`config.mk`:
```
export PLATFORM = sky130hd
export DESIGN_NAME = rr_arbiter_8
export DESIGN_NICKNAME = d
export VERILOG_FILES = /design/src/rtl/rr_arbiter_8.sv
export SDC_FILE = /design/constraint.sdc
export NUM_CORES = 1
export LEC_CHECK = 0
export ABC_AREA = 1
export CORE_ASPECT_RATIO = 0.5
export CORE_UTILIZATION = 56
export CTS_CLUSTER_SIZE = 25
export DETAILED_ROUTE_END_ITERATION = 10
export PLACE_DENSITY_LB_ADDON = 0.3
export REMOVE_ABC_BUFFERS = 1
export SLEW_MARGIN = 20
export SYNTH_ARGS = -nofsm -noshare
export SYNTH_HDL_FRONTEND = slang
export SYNTH_SLANG_ARGS = --single-unit
```
`constraint.sdc`:
```
create_clock -name clk -period 3.6 [get_ports clk]
set_input_delay 0.36 -clock clk [delete_from_list [all_inputs] [get_ports clk]]
set_output_delay 0.36 -clock clk [all_outputs]
set_load 0.005 [all_outputs]
```
`src/rtl/rr_arbiter_8.sv`:
```
// Round-robin arbiter over 8 requesters with a one-hot grant, a done/withdraw
// handshake and a MAX_HOLD timeout that stops one requester starving the rest.
module rr_arbiter_8 #(
  parameter int MAX_HOLD = 16
) (
  input  logic       clk,
  input  logic       rst_n,
  input  logic [7:0] req,
  input  logic       done,
  output logic       gnt_valid,
  output logic [2:0] gnt_idx,
  output logic [7:0] gnt,
  output logic       timeout
);

  localparam logic [7:0] HOLD_LAST = 8'(MAX_HOLD - 1);

  typedef enum logic {IDLE, GRANT} state_t;

  state_t     state, state_nx;
  logic [2:0] last, last_nx;
  logic [7:0] cnt, cnt_nx;
  logic       valid_nx, to_nx;
  logic [2:0] idx_nx;
  logic [7:0] gnt_nx;

  logic [2:0] win, cand;
  logic       found;

  // Scan last+1 .. last+8; the 3-bit add gives the 7->0 wrap for free.
  always_comb begin
    win   = last;
    cand  = last;
    found = 1'b0;
    for (int k = 1; k <= 8; k++) begin
      cand = last + 3'(k);
      if (!found && req[cand]) begin
        win   = cand;
        found = 1'b1;
      end
    end
  end

  always_comb begin
    state_nx = state;
    last_nx  = last;
    cnt_nx   = cnt;
    valid_nx = gnt_valid;
    idx_nx   = gnt_idx;
    gnt_nx   = gnt;
    to_nx    = 1'b0;
    case (state)
      IDLE: begin
        if (found) begin
          state_nx = GRANT;
          valid_nx = 1'b1;
          idx_nx   = win;
          gnt_nx   = 8'b1 << win;
          last_nx  = win;
          cnt_nx   = '0;
        end
      end
      GRANT: begin
        // Voluntary release outranks expiry, so a coincident done gives no pulse.
        if (done || !req[gnt_idx] || cnt == HOLD_LAST) begin
          state_nx = IDLE;
          valid_nx = 1'b0;
          gnt_nx   = 8'h00;
          to_nx    = !(done || !req[gnt_idx]);
        end else begin
          cnt_nx = cnt + 8'd1;
        end
      end
      default: state_nx = IDLE;
    endcase
  end

  always_ff @(posedge clk or negedge rst_n) begin
    if (!rst_n) begin
      state     <= IDLE;
      last      <= 3'd7;
      cnt       <= '0;
      gnt_valid <= 1'b0;
      gnt_idx   <= 3'd0;
      gnt       <= 8'h00;
      timeout   <= 1'b0;
    end else begin
      state     <= state_nx;
      last      <= last_nx;
      cnt       <= cnt_nx;
      gnt_valid <= valid_nx;
      gnt_idx   <= idx_nx;
      gnt       <= gnt_nx;
      timeout   <= to_nx;
    end
  end

endmodule

```
* Word level (Yosys, flattened, before mapping)
Index checks and enable logic that the tools add are counted.
Widths: inputs -> output; s select.
** Word-level totals
- Flip-flop bits (word level) :: 25
- Input port bits :: 11
- Output and inout port bits :: 13
- Word-level logic and storage cells :: 99
** Operators by class
- Add/subtract/negate cells :: 8
- Magnitude comparators :: 9
- Equal/unequal tests :: 4
- Shifts and indexed selects :: 1
- Muxes and demuxes :: 48
- Bitwise operators :: 1
- Reductions and logical operators :: 21
** Operator list (count)
- $lt 3x4->1 const B :: 9
- $mux 8 :: 4
- $pmux 8 s2 :: 2
- $bmux 1 s3 :: 9
- $mux 3 :: 8
- $mux 1 :: 23
- $add 3x3->3 const B :: 4
- $logic_not 1->1 :: 9
- $add 8x1->8 const B :: 1
- $eq 8x4->1 const B :: 1
- $shl 1x3->8 const A :: 1
- $logic_and 1x1->1 :: 7
- $add 3x2->3 const B :: 2
- $reduce_and 2->1 :: 3
- $ne 2x2->1 const B :: 2
- $pmux 1 s2 :: 2
- $add 3x1->3 const B :: 1
- $logic_or 1x1->1 :: 2
- $ne 2x1->1 const B :: 1
- $not 1->1 :: 1

* Logic depth before layout (Yosys ltp)
- Depth in word-level cells :: 28
- Gate-level depth with buffers :: 19
- Gate-level depth less buffers :: 18

* Worst setup path before layout
No wires, ideal clock.
- Path kind :: register -> register
- From :: register last[1]
- To :: register cnt[6]
- Setup time :: 0.119 ns
- Arrival :: 2.434 ns
- Data required time :: 3.481 ns
- Path slack :: 1.047 ns
- Stages on the path, launching flop included :: 17
- Buffers on the path :: 2
- Clock period less this slack :: 2.553 ns
- Cells stage by stage :: dfstp_2 > buf_2 > inv_2 > ha_1 > inv_2 > nand3_1 > nand3_1 > nand2_1 > inv_2 > nand4_2 > nor2_4 > nand3b_4 > nand2_8 > nand2_4 > buf_6 > nand2_1 > o21ai_2
** On the way
- Word-level cells in the longest chain between the ends :: 27
- Elaborated cells on any way between the ends :: 47
- Those cells by class :: add/sub: 7; eq/ne: 1; mux: 24; reduce/logical: 15
** RTL lines
- from (decl) :: line 21 : logic [2:0] last, last_nx;
- from (signal assigned) :: line 89 : last <= last_nx;
- $add 3x1->3 :: line 36 : cand = last + 3'(k);
- $bmux 1 s3 :: line 37 : if (!found && req[cand]) begin
- $mux 1 (implied by the code) :: line 37
- $mux 1 :: line 37
- $logic_not 1->1 :: line 37
- $logic_and 1x1->1 :: line 37
- $mux 1 :: line 37
- $logic_not 1->1 :: line 37
- [11 not listed]
- $logic_not 1->1 :: line 37
- $logic_and 1x1->1 :: line 37
- $mux 1 :: line 37
- $logic_not 1->1 :: line 37
- $logic_and 1x1->1 :: line 37
- $mux 1 (*) :: line 37
- $ne 2x2->1 (no source line) (*)
- $reduce_and 2->1 (no source line) (*)
- to (signal assigned) :: line 90 : cnt <= cnt_nx;
- to (decl) :: line 22 : logic [7:0] cnt, cnt_nx;
Every way passes the cells marked *; elsewhere a longest branch is shown, timed or not. The select of a mux whose other input is x is not followed.
A chain may end at the register's enable or synchronous reset.

* Worst setup path in the final report
- From :: register last[0]
- To :: register gnt[0]
** On the way
- Word-level cells in the longest chain between the ends :: 28
- Elaborated cells on any way between the ends :: 58
- Those cells by class :: add/sub: 7; eq/ne: 1; shift: 1; mux: 34; reduce/logical: 15
** RTL lines
- $add 3x1->3 :: line 36
- $bmux 1 s3 :: line 37
- $mux 1 (implied by the code) :: line 37
- $mux 1 :: line 37
- $logic_not 1->1 :: line 37
- $logic_and 1x1->1 :: line 37
- $mux 1 :: line 37
- $logic_not 1->1 :: line 37
- [12 not listed]
- $logic_and 1x1->1 :: line 37
- $mux 1 :: line 37
- $logic_not 1->1 :: line 37
- $logic_and 1x1->1 :: line 37
- $mux 3 :: line 37
- $shl 1x3->8 :: line 58 : gnt_nx = 8'b1 << win;
- $mux 8 :: line 54 : if (found) begin
- $pmux 8 s2 :: line 52 : case (state)
- to (signal assigned) :: line 93 : gnt <= gnt_nx;
- to (decl) :: line 12 : output logic [7:0] gnt,
Several ways; a longest one is shown, not always the timed one. The select of a mux whose other input is x is not followed.

==> summary.txt <==
Critical path
  – Crit-path max cell delay: 0.68 ns
  – FF-to-FF End: gnt[0]
  – Critical path class: register to register
  – Crit path launch: last[0]
  – Crit path arrival time: 3.09 ns
  – Crit-path cells: inv_2, ha_1, inv_2, nand3_1, nand3_1, nand2_1, inv_2, nand4_2, nor2_1, inv_1, nand2_1, nand2_2, a21oi_2, nand2_1, nand2_1
  – CP Max Fanout: 13
  – Slowest cell on the critical path: dfstp_2
  – Crit Reg-Reg Startpoint: last[0]
  – Worst R2R Path Depth: 15
  – Worst setup SP type: register
  – Worst setup EP type: register
  – CP delay by family, top: simple AND/OR/NAND/NOR gates
  – CP required: 3.81 ns
  – Worst path bufs/invs: 4
  – Most used cell, CP: nand2_1
  – R2r setup slk: 0.72 ns

Logic synthesis
  – Synth area leaders: dfrtp_1, nand2_1, nand3_1, nor2_1, inv_1
  – Number of enable flip-flop cells after synthesis: 0
  – Primary FF master, synth: dfrtp_1
  – Register area share after synthesis: 31.0%
  – Count leader, synth: nand2_1
  – Area leader, netlist: dfrtp_1
  – Flops & latches, synth: 25
  – Synth top area share: 27.1%
  – Ys Warns: 0
  – Avg Cell Area, Syn: 6.89 µm²
  – Ys async rst share: 100%
  – Synthesized instance count: 295
  – Synthesized area: 2030 µm²
  – Post-synth top cells: nand2_1, nand3_1, nor2_1
  – Post-synth cell types: 37

Detailed routing
  – DRC viols: 0
  – Iteration count of the initial detailed-routing pass: 4
  – WL per Instance: 12.8 µm
  – DR vias: 1985
  – Final WL: 4690 µm
  – Vias per cell: 5.41
  – Iteration-0 DRC Markers: 107
  – Routed Antenna Nets: 0

Min path
  – Worst Hold Class: input port to asynchronous set/reset pin

STA
  – Rel. slew slack: 62.5%
  – Max Freq: 347 MHz
  – Worst-Margin Slew: 0.563 ns
  – Final setup fails: 0
  – Hold Slack: 0.0760 ns
  – Final TNS setup: 0 ns
  – Final Max Slew Viols: 0
  – Final Hold Vio Count: 0
  – Clock Skews: 0.00166 ns
  – Period utilization: 80.1%
  – Fin crit period: 2.88 ns
  – RSZ-0062 raised after global routing: false

Global route
  – Initial antenna violation count: 0
  – Global-route wire length before repair: 7700 µm
  – Overall Global Routing Usage: 25.8%
  – Total gr overflow: 0
  – Vias in the first global route: 1744
  – Largest net degree at the start of global routing: 26

Floorplanning
  – Site Rows: 15
  – Die area: 3890 µm²
  – Die Y: 44.6 µm
  – Initial Util: 58.9%
  – Core Region: 3450 µm²
  – Die W: 87.2 µm
  – Io pins: 24

CTS
  – Worst-path clk slew: 0.09 ns
  – Hold_buf cts: 0
  – TritonCTS clock tree: yes
  – Post-cts sizing count: 0
  – Setup bufs post-CTS: 0
  – CTS root buffer: clkbuf_8
  – Num Clock Sinks: 25
  – Clk_lat worst skew: 0.26 ns
  – Maximum clock path buffer count: 2
  – Total CTS buffers: 3
  – Max H-tree Level: 1

Layout
  – Final core utilization: 67.2%
  – ANT cells: 0
  – FILL cells: 291
  – Final nets: 331
  – Area Overhead vs Synth: 14.2%
  – Share of layout cells above drive strength 1: 14.9%

Flow run
  – Max-Cap Viols: 0

Placed design
  – DP Wirelength: 3750 µm
  – I/O Buffers: 23
  – Final GP Congestion: 1.02

Status
  – Status: completed
-- placed cells by master (no fill, tap or decap), drive strengths merged, types with 2 or more instances in the layout --
master,netlist,routed
a21oi,4,4
clkbuf,1,3
clkdlybuf4s50,0,22
dfrtp,22,22
dfstp,3,3
ha,3,3
inv,30,30
nand2,113,113
nand3,41,41
nand3b,2,2
nand4,8,8
nor2,28,28
nor3,2,2
nor4,2,2
o211ai,2,2
o21ai,18,18
xor2,6,6
-- kinds of logic (layout without fill, tap and decap cells) --
kind of cell,Yosys count,in the layout,synth area share [%]
compound gates,27,27,8.86
xor+xnor,7,7,3.02
fa+ha+maj,3,3,1.85
simple gates,197,197,47.4
flops,25,25,31.0
buf+inv,36,57,7.94
-- sequential cells by signal, indices dropped and copies added (netlist names) --
name and count:
cnt 8, gnt_idx 3, timeout 1, gnt 8, gnt_valid 1, last 3, state 1
-- routing by layer --
metal | routed length [µm] | global-route usage, % | vias up
met4 | 21 | 3.93 | 0
met5 | 0 | 0 | -
li1 | - | - | 1009
met1 | 2140 | 35.1 | 928
met3 | 230 | 3.36 | 2
met2 | 2300 | 45.8 | 46
-- through the flow --
stage	cells	cell area (µm²)	setup slack (ns)
finish	367	2320	0.717
global route	367	2320	0.457
CTS	367	2330	0.734
detailed placement	363	2280	0.770
global placement	363	2280	0.817
floorplan	289	1990	1.09
-- worst max path at each step --
| stage | slack [ns] | cells past startpoint | endpoint |
|---|---|---|---|
| 2_1_floorplan | 1.09 | 14 | cnt[4] |
| 3_3_place_gp | 0.82 | 14 | cnt[3] |
| 3_5_place_dp | 0.77 | 13 | gnt[0] |
| 4_1_cts | 0.73 | 15 | gnt[0] |
| 5_1_grt | 0.46 | 17 | gnt[0] |
| 6_report | 0.72 | 15 | gnt[0] |
-- final cells by class --
class	count	area, µm²	share of cell area [%]
clock buffers	3	41.3	1.78
clock inverters	1	5.00	0.216
inverters	30	115	4.96
multi-input cells	234	1240	53.5
flip-flops and latches	25	629	27.1
well taps	51	63.8	2.75
repair buffers	23	225	9.70
Power is left out: the tool's default activity adds up to more than one toggle a clock period on the data nets, which glitch-free logic cannot reach.
